### config.mk
export PLATFORM = sky130hd
export DESIGN_NAME = sfifo_axis_reader
export DESIGN_NICKNAME = d
export VERILOG_FILES = /design/src/rtl/sfifo_axis_reader.sv
export SDC_FILE = /design/constraint.sdc
export NUM_CORES = 1
export LEC_CHECK = 0
export BUFFER_PORTS_ARGS = -buffer_cell sky130_fd_sc_hd__buf_2
export CELL_PAD_IN_SITES_DETAIL_PLACEMENT = 1
export CELL_PAD_IN_SITES_GLOBAL_PLACEMENT = 1
export CORE_ASPECT_RATIO = 0.9
export CORE_UTILIZATION = 30
export CTS_CLUSTER_SIZE = 40
export DETAILED_ROUTE_END_ITERATION = 7
export GPL_TIMING_DRIVEN = 0
export PLACE_DENSITY = 0.75
export SLEW_MARGIN = 10
export SYNTH_ARGS = -nofsm -noshare
export SYNTH_HDL_FRONTEND = slang
export SYNTH_SLANG_ARGS = --single-unit
export TNS_END_PERCENT = 1
### constraint.sdc
create_clock -name i_clk -period 1.2 [get_ports i_clk]
set_input_delay 0 -clock i_clk [delete_from_list [all_inputs] [get_ports i_clk]]
set_output_delay 0 -clock i_clk [all_outputs]
set_load 0.01 [all_outputs]
### src/rtl/sfifo_axis_reader.sv
// Purpose: drains a synchronous FIFO (async-read head word) onto an AXI-stream master port.
// Latency: FIFO non-empty at a clock edge -> beat registered onto M_AXIS_TVALID/TDATA by that same edge.
// Backpressure: one-entry skid absorbs the beat popped while TREADY is low; with skid full the FIFO is not popped.
//
// Ports:
//   i_clk, i_reset_n          clock (rising edge), asynchronous active-low reset
//   i_enable                  permit FIFO pops; held beats always drain
//   i_pkt_len                 packet length minus one (used only with TLAST generation)
//   i_fifo_empty/i_fifo_data  FIFO read side, head word valid whenever !empty
//   o_fifo_rd                 FIFO pop strobe (depends on registers and FIFO/enable only)
//   M_AXIS_TVALID/TREADY/TDATA/TLAST  AXI-stream master
//   o_busy                    a beat is held in the output or skid register
//
// Build option: define AXIS_READER_TLAST_EN to generate TLAST from i_pkt_len;
// otherwise TLAST is tied low and i_pkt_len is ignored.
module sfifo_axis_reader #(
  parameter int BW    = 8,
  parameter int LGPKT = 8
) (
  input  logic             i_clk,
  input  logic             i_reset_n,
  input  logic             i_enable,
  input  logic [LGPKT-1:0] i_pkt_len,
  input  logic             i_fifo_empty,
  input  logic [BW-1:0]    i_fifo_data,
  output logic             o_fifo_rd,
  output logic             M_AXIS_TVALID,
  input  logic             M_AXIS_TREADY,
  output logic [BW-1:0]    M_AXIS_TDATA,
  output logic             M_AXIS_TLAST,
  output logic             o_busy
);

  logic          skid_valid;
  logic [BW-1:0] skid_data;
  logic          skid_last;
  logic          pop;
  logic          adv;
  logic          pop_last;

  // Pop decision never looks at TREADY: the skid register guarantees room
  // for one more word whenever it is empty.
  assign pop       = i_enable && !i_fifo_empty && !skid_valid;
  assign o_fifo_rd = pop;
  assign adv       = !M_AXIS_TVALID || M_AXIS_TREADY;
  assign o_busy    = M_AXIS_TVALID || skid_valid;

`ifdef AXIS_READER_TLAST_EN
  localparam logic [LGPKT-1:0] CNT_ONE = LGPKT'(1);

  logic [LGPKT-1:0] beat_cnt;
  logic [LGPKT-1:0] pkt_len_q;
  logic [LGPKT-1:0] cur_len;

  // Length is taken live on the first beat of a packet and frozen for the rest.
  assign cur_len  = (beat_cnt == '0) ? i_pkt_len : pkt_len_q;
  assign pop_last = (beat_cnt == cur_len);

  always_ff @(posedge i_clk or negedge i_reset_n) begin
    if (!i_reset_n) begin
      beat_cnt  <= '0;
      pkt_len_q <= '0;
    end else if (pop) begin
      if (beat_cnt == '0)
        pkt_len_q <= i_pkt_len;
      beat_cnt <= pop_last ? '0 : beat_cnt + CNT_ONE;
    end
  end
`else
  logic unused_pkt_len;

  assign pop_last       = 1'b0;
  assign unused_pkt_len = ^i_pkt_len;
`endif

  // Output/skid datapath. The last-beat tag rides along with its word.
  always_ff @(posedge i_clk or negedge i_reset_n) begin
    if (!i_reset_n) begin
      M_AXIS_TVALID <= 1'b0;
      M_AXIS_TDATA  <= '0;
      M_AXIS_TLAST  <= 1'b0;
      skid_valid    <= 1'b0;
      skid_data     <= '0;
      skid_last     <= 1'b0;
    end else if (adv) begin
      if (skid_valid) begin
        // Skid holds the older word, so it goes out first. pop is low here
        // (skid full blocks popping), so the skid simply empties.
        M_AXIS_TVALID <= 1'b1;
        M_AXIS_TDATA  <= skid_data;
        M_AXIS_TLAST  <= skid_last;
        skid_valid    <= pop;
        if (pop) begin
          skid_data <= i_fifo_data;
          skid_last <= pop_last;
        end
      end else begin
        M_AXIS_TVALID <= pop;
        if (pop) begin
          M_AXIS_TDATA <= i_fifo_data;
          M_AXIS_TLAST <= pop_last;
        end
      end
    end else if (pop) begin
      // Output stalled: park the word just popped.
      skid_valid <= 1'b1;
      skid_data  <= i_fifo_data;
      skid_last  <= pop_last;
    end
  end

endmodule
== Yosys cells after proc, flatten, opt, wreduce, memory -nomap -nowiden ==
Index checks and enable logic that the tools add are counted.
Storage, ports and cells
  input port bits: 21
  output and inout port bits: 12
  bits in registers: 20
Cells by class
  multiplexer cells: 14
  equal/unequal tests: 1
  reductions and logical operators: 10
Operators by type and width (count)
  $mux W8: 5
  $mux W1: 9
  $reduce_bool A2 Y1: 2
  $logic_not A1 Y1: 3
  $logic_and A1 B1 Y1: 2
  $logic_or A1 B1 Y1: 2
  $ne A2 B2 Y1 const B: 1
  $reduce_and A2 Y1: 1

== Depth between registers and ports, before layout ==
Gate-level depths: netlist of the first run.
  depth after elaboration: 6
  mapped depth: 4

== Worst setup path after synthesis of the first run ==
OpenSTA, ideal clock, no wires.
  path type: reg-to-reg
  start: register skid_valid
  end: register skid_data[0]
  required time: 1.075 ns
  arrival: 1.206 ns
  path buffers: 0
  cell stages (with the launch flop): 4
  period minus slack after synthesis: 1.331 ns
  path slack: -0.131 ns
  path through: dfrtp_1 -> nor3b_4 -> nand3b_4 -> mux2_4
Between the ends
  longest elaborated chain between the ends: 5
Ends and longest elaborated chain
  start: declaration: line 34  | logic skid_valid;
  start signal: assignment: line 92  | skid_valid <= pop;
  $logic_not A1 Y1 *: line 43  | assign pop = i_enable && !i_fifo_empty && !skid_valid;
  $logic_and A1 B1 Y1 *: line 43
  via o_fifo_rd: line 26  | output logic o_fifo_rd,
  $mux W8 *
  $mux W8
  $mux W8 *
  end signal: assignment: line 94  | skid_data <= i_fifo_data;
  end signal: assignment: line 107  | skid_data <= i_fifo_data;
  end: declaration: line 35  | logic [BW-1:0] skid_data;
Mark *: on every way through the listed nets, which the timed path passes. The rest lies on a longest branch. The select of a mux whose other input is x is not followed.
A chain may end at the register's enable or synchronous reset.

== Worst setup path after layout of the first run ==
  start: register skid_valid
  end: register skid_data[1]
Between the ends
  longest elaborated chain between the ends: 5
Ends and longest elaborated chain (line)
  $logic_not A1 Y1: 43
  $logic_and A1 B1 Y1: 43
  $mux W8 (3 in series)
Parallel ways exist; a longest one is shown, timed or not. The select of a mux whose other input is x is not followed.

==> impl_metrics.csv, run 1 <==
group,metric,value,unit
outcome,outcome,"complete, but fails checks",
outcome,violations,"setup timing",
floorplanning,die_w,58.1,um
clocking,clock_latency,0.28,ns
global_routing,grt_pass1_wl,2540,um
logic_synthesis,netlist_instances,55,
global_routing,grtUsageMet2,19.5,%
setup_path,reg2reg_depth,3,
clocking,cts_root_buffer,"clkbuf_4",
global_routing,grt_max_degree,19,
detailed_routing,antenna_left,0,
sta,fmax,0.737,GHz
logic_synthesis,ys_seq_area_share,53.1,%
floorplanning,pin_count,33,
min_path,min-delay-path-class,"input pin to register",
detailed_routing,vias_per_cell,4.19,
floorplanning,fp.coreArea,0.00257,sq mm
pwr,p_total,0.00166,W
sta,worst_slack,-0.157,ns
logic_synthesis,synth.avg_cell_area,15.4,sq um
pwr,p_per_area,1440,mW/mm^2
floorplanning,fp.dieArea,0.00304,sq mm
detailed_routing,drc,0,
sta,slew_violations,0,
global_routing,track_usage,11.5,%
setup_path,critPathCapture,"skid_data[1]$_DFFE_PN0P_",
logic_synthesis,syn_nets,76,
sta,setup_tns,-2.44,ns
logic_synthesis,synth_cell_types,15,
clocking,path_clk_slew,0.10,ns
logic_synthesis,netlist_area,848,sq um
setup_path,path_class,"register to register",
detailed_routing,wl,1620,um
global_routing,top_usage_layer,"met2",
final_layout,post-route-util,44.5,%
setup_path,rr_endpoint,"skid_data[1]$_DFFE_PN0P_",
detailed_routing,wl_per_cell,12.6,um
global_routing,grt_overflow_total,0,
global_routing,grt_use_met3,1.98,%
clocking,post_cts_buffers,0,
logic_synthesis,synth_warnings,0,
pwr,leakage,0.567,nW
setup_path,reg2reg_slack,-0.16,ns
floorplanning,chipHeight,52.4,um
detailed_routing,drtIter0Drc,3,
final_layout,layout-drive-gt1-share,52.7,%
clocking,cts_buffers,3,
clocking,cts_sinks,18,
floorplanning,rows,17,
floorplanning,start_util,33.0,%
clocking,cts_tree,"done",
setup_path,rr_startpoint,"skid_valid$_DFFE_PN0P_",
detailed_routing,vias,540,
pwr,vdd_drop_max,0.808,mV
final_layout,syn_to_final_growth,35.1,%
global_routing,grt_pass1_vias,556,
sta,hold_viol_final,0,
setup_path,endpoint_kind,"register",
global_routing,antenna_found_initial,0,
final_layout,num-nets-final,113,
placed_design,hpwl,1160,um
placed_design,finalWeightedCongestion,0.624,
sta,fin_skew,0.00332,ns
setup_path,critPathRequiredTime,1.37,ns
final_layout,diodes,0,
logic_synthesis,synth-seq-cells,18,
sta,setup_violations,17,
setup_path,start_kind,"register",
clocking,ctsLongestPathBuffers,2,
clocking,htreeDepth,1,
setup_path,worst-path-max-fanout,8,
min_path,whs_path_depth,3,
setup_path,worstSetupStartpoint,"skid_valid$_DFFE_PN0P_",
detailed_routing,first_pass_iters,2,
placed_design,io_buffers,23,
global_routing,grtUsageMet1,15.0,%
setup_path,cp.arrival,1.53,ns
sta,rsz0062_at_grt,"yes",
flow_run,max-cap-violations,0,
sta,min_period_over_period,113,%
sta,min_period,1.36,ns
state kept, by name, indices dropped and copies added (netlist names):
register       flops
skid_valid         1
M_AXIS_TDATA       8
skid_data          8
M_AXIS_TVALID      1
where the power goes:
part / switching (W) / total, W / leakage (nW) / internal (W)
Sequential: 0.0000854 / 0.000845 / 0.216 / 0.000759
Clock: 0.000174 / 0.000358 / 0.0210 / 0.000184
Combinational: 0.000170 / 0.000453 / 0.330 / 0.000283
Total: 0.000429 / 0.00166 / 0.567 / 0.00123
per-stage QoR:
| step | hold WS [ns] | cell area, sq um | setup WS [ns] | instances |
|---|---|---|---|---|
| floorplan | -0.296 | 848 | -0.104 | 55 |
| global placement | -0.0493 | 1010 | -0.185 | 116 |
| detailed placement | -0.0525 | 1010 | -0.218 | 116 |
| CTS | 0.0187 | 1140 | -0.175 | 129 |
| global route | 0.0267 | 1150 | -0.211 | 129 |
| finish | 0.0290 | 1150 | -0.157 | 129 |
worst max-delay path, cell delays in order, from the launching register on:
cell	delay, ns
dfrtp_1	0.43
nor3b_4	0.26
nand3b_4	0.20
mux2_4	0.35
what timing repair did:
| item | CTS | global route |
|---|---|---|
| endpoints found under the setup margin | 17 | 17 |
| hold buffers | 9 | 0 |
| resized for setup | 2 | 1 |
| endpoints found under the hold margin | 26 | 0 |
placed cells by master, fill, tap and decap left out:
cell / count
conb_1: 1
dlygate4sd3_1: 9
or2_1: 1
mux2_4: 8
o21a_1: 1
nor2_1: 2
buf_6: 1
clkbuf_4: 3
buf_4: 2
nand2b_1: 1
nand3b_4: 1
nor2b_1: 1
clkbuf_8: 1
nor3b_4: 1
mux2_2: 8
mux2_1: 8
dfrtp_1: 18
nand2_1: 1
buf_2: 23
synthesized netlist by cell type:
library cell / n / area, sq um
nand2_1: 1 / 3.75
o21a_1: 1 / 7.51
nand3b_4: 1 / 20.0
nor2b_1: 1 / 6.26
nor3b_4: 1 / 18.8
conb_1: 1 / 3.75
mux2_2: 8 / 90.1
dfrtp_1: 18 / 450
nand2b_1: 1 / 6.26
or2_1: 1 / 6.26
buf_2: 2 / 10.0
nor2_1: 2 / 7.51
mux2_1: 8 / 90.1
mux2_4: 8 / 120
buf_4: 1 / 7.51
kinds of logic after synthesis:
| family | count (synthesis) | share of synthesized area (%) |
|---|---|---|
| other | 1 | 0.442 |
| and+or+nand+nor | 8 | 8.11 |
| DFF | 18 | 53.1 |
| buffers and inverters | 3 | 2.07 |
| AOI/OAI and AO/OA | 1 | 0.885 |
| muxes | 24 | 35.4 |
cell type report:
type | instances | area, sq um
Clock buffer | 4 | 36.3
Sequential cell | 18 | 450
Fill cell | 276 | 1430
Buffer | 3 | 26.3
Multi-Input combinational cell | 34 | 380
Tap cell | 38 | 47.5
Timing Repair Buffer | 32 | 205
how the worst min path moves through the flow:
stage                  start                           to  slack [ns]
6_report       M_AXIS_TREADY       skid_valid$_DFFE_PN0P_        0.03
5_1_grt        M_AXIS_TREADY       skid_valid$_DFFE_PN0P_        0.03
4_1_cts        M_AXIS_TREADY       skid_valid$_DFFE_PN0P_        0.02
3_5_place_dp       i_reset_n  M_AXIS_TDATA[0]$_DFFE_PN0P_       -0.05
3_3_place_gp       i_reset_n  M_AXIS_TDATA[0]$_DFFE_PN0P_       -0.05
2_1_floorplan      i_reset_n  M_AXIS_TDATA[0]$_DFFE_PN0P_       -0.30
routing by layer:
metal  vias to the layer above  wire (um)
met1                       260        790
met5                         -          0
met3                         2         66
met4                         0          7
li1                        261          -
met2                        17        758
No activity file was read; power rests on OpenSTA's default activity.
==> run 2: changes to the inputs <==
- CORE_UTILIZATION: 30 -> 33
- PLACE_DENSITY: 0.75 -> 0.81
==> run 2 against run 1 <==
- the flow still finishes with violations (setup timing)
- sequential power about the same
- via count increased by 1.9%
- critical endpoint is now skid_data[2]$_DFFE_PN0P_
- routed wire length shrank 0.68%
- highest routed layer is now met3
==> impl_metrics.csv, run 2 (synthesized netlist as in run 1, its figures left out) <==
group,metric,value,unit
floorplanning,start_util,34.7,%
floorplanning,fp.dieArea,0.00278,sq mm
floorplanning,chipHeight,50.1,um
sta,setup_violations,17,
detailed_routing,antenna_left,0,
final_layout,final_cell_mix,"buf_2 (23), dfrtp_1 (16), mux2_4 (12)",
clocking,clock_latency,0.27,ns
pwr,internal_power,0.00118,W
clocking,cts_buffers,3,
pwr,seqPwrFrac,53.1,%
setup_path,start_kind,"register",
clocking,cts_root_buffer,"clkbuf_4",
final_layout,reg_top3,"M_AXIS_TDATA: 8 flops, skid_data: 8 flops",
pwr,p_sw_share,26.1,%
floorplanning,die_w,55.4,um
clocking,htreeDepth,1,
outcome,violations,"setup timing",
clocking,cts_tree,"done",
global_routing,antenna_found_initial,0,
final_layout,layout-drive-gt1-share,56.7,%
detailed_routing,wl_per_cell,13.7,um
clocking,cts_sinks,18,
final_layout,diodes,0,
placed_design,placed_cells,106,
flow_run,max-cap-violations,0,
sta,fin_skew,0.00462,ns
final_layout,fin_cells,118,
floorplanning,rows,17,
pwr,p_per_area,1390,mW/mm^2
pwr,vdd_drop_max,0.790,mV
pwr,p_clk_share,17.2,%
placed_design,hpwl,1140,um
detailed_routing,vias_per_cell,4.66,
sta,worst_slack,-0.142,ns
placed_design,io_buffers,23,
sta,fmax,0.745,GHz
final_layout,fill_cells,245,
setup_path,worst-path-max-fanout,8,
detailed_routing,wl,1610,um
global_routing,grt_overflow_total,0,
final_layout,num-nets-final,113,
placed_design,finalWeightedCongestion,0.634,
sta,rsz0062_at_grt,"yes",
sta,min_period,1.34,ns
outcome,outcome,"complete, but fails checks",
setup_path,cp.arrival,1.50,ns
sta,min_period_over_period,112,%
final_layout,syn_to_final_growth,35.4,%
detailed_routing,vias,550,
global_routing,grt_pass1_wl,2730,um
global_routing,track_usage,12.6,%
sta,slew_violations,0,
setup_path,critPathRequiredTime,1.36,ns
min_path,min-delay-path-class,"input pin to register",
global_routing,grt_pass1_vias,615,
pwr,power.switching,0.000418,W
sta,hold_viol_final,0,
floorplanning,pin_count,33,
clocking,path_clk_slew,0.09,ns
global_routing,grt_max_degree,19,
detailed_routing,first_pass_iters,3,
pwr,leakage,0.577,nW
setup_path,path_class,"register to register",
detailed_routing,drtIter0Drc,7,
clocking,ctsLongestPathBuffers,2,
sta,setup_tns,-1.83,ns
final_layout,final_common_cell,"buf_2",
floorplanning,fp.coreArea,0.00245,sq mm
clocking,post_cts_buffers,0,
clocking,holdBufCountCts,9,
setup_path,endpoint_kind,"register",
detailed_routing,drc,0,
pwr,combPwrFrac,29.8,%
[run 2: changes by cell type in the layout (fill, tap and decap cells not counted), moves of 2 or more]
cell     previous run  this run
mux2_2              8         5
dfrtp_1            18        16
dfrtp_2             0         2
mux2_4              8        12
[run 2: area by class of cell]
type	instances	area (sq um)	share of cell area (%)
buffer	3	30.0	2.61
clock buffer	3	22.5	1.96
multi-input combinational	34	403	35.1
sequential	18	453	39.4
tap	28	35.0	3.05
timing repair buffer	32	205	17.9
[run 2: worst max-delay path: stages, from the launching register on]
cell	delay, ns
dfrtp_2	0.45
nor3b_4	0.23
nand3b_4	0.21
mux2_4	0.34
[run 2: power by group through the flow]
stage / registers (W) / logic, W / clock network (W)
after CTS: 0.000846 / 0.000469 / 0.000291
after detailed placement: 0.000855 / 0.000429 / 0
final: 0.000848 / 0.000476 / 0.000275
after global placement: 0.000842 / 0.000415 / 0
after global routing: 0.000871 / 0.000514 / 0.000312
after floorplan: 0.000873 / 0.000246 / 0
[run 2: final timing paths]
check / start / endpoint / slack [ns] / cells past startpoint
worst max-delay path: skid_valid$_DFFE_PN0P_ / skid_data[2]$_DFFE_PN0P_ / -0.14 / 3
worst min-delay path: M_AXIS_TREADY / skid_valid$_DFFE_PN0P_ / 0.004 / 3
worst max register to register: skid_valid$_DFFE_PN0P_ / skid_data[2]$_DFFE_PN0P_ / -0.14 / 3
worst min register to register: M_AXIS_TDATA[7]$_DFFE_PN0P_ / M_AXIS_TDATA[7]$_DFFE_PN0P_ / 0.51 / 1
max in group asynchronous: i_reset_n / skid_valid$_DFFE_PN0P_ / 0.72 / 2
min in group asynchronous: i_reset_n / M_AXIS_TDATA[3]$_DFFE_PN0P_ / 0.17 / 2
[run 2: timing repair]
action	4_1_cts	5_1_grt
gates resized for setup	6	5
setup endpoints to repair	17	18
pin swaps	1	0
hold endpoints to repair	26	1
[run 2: layer usage]
| metal | track usage, % | up-vias | wire length, um |
|---|---|---|---|
| met5 | 0 | - | 0 |
| met3 | 2.36 | 0 | 67 |
| met1 | 15.4 | 271 | 712 |
| li1 | - | 262 | - |
| met2 | 23.3 | 17 | 831 |
| met4 | 2.50 | 0 | 0 |
[run 2: metrics by stage]
step	utilization [%]	worst slack (ns)	total power (W)	area (sq um)	hold slack [ns]
after floorplan	-	-0.104	0.00112	848	-0.296
after global placement	40.8	-0.207	0.00126	998	-0.0514
after detailed placement	40.8	-0.254	0.00128	998	-0.0484
after CTS	46.2	-0.179	0.00161	1130	0.0308
after global routing	47.0	-0.213	0.00170	1150	-0.00604
final	47.0	-0.142	0.00160	1150	0.00379
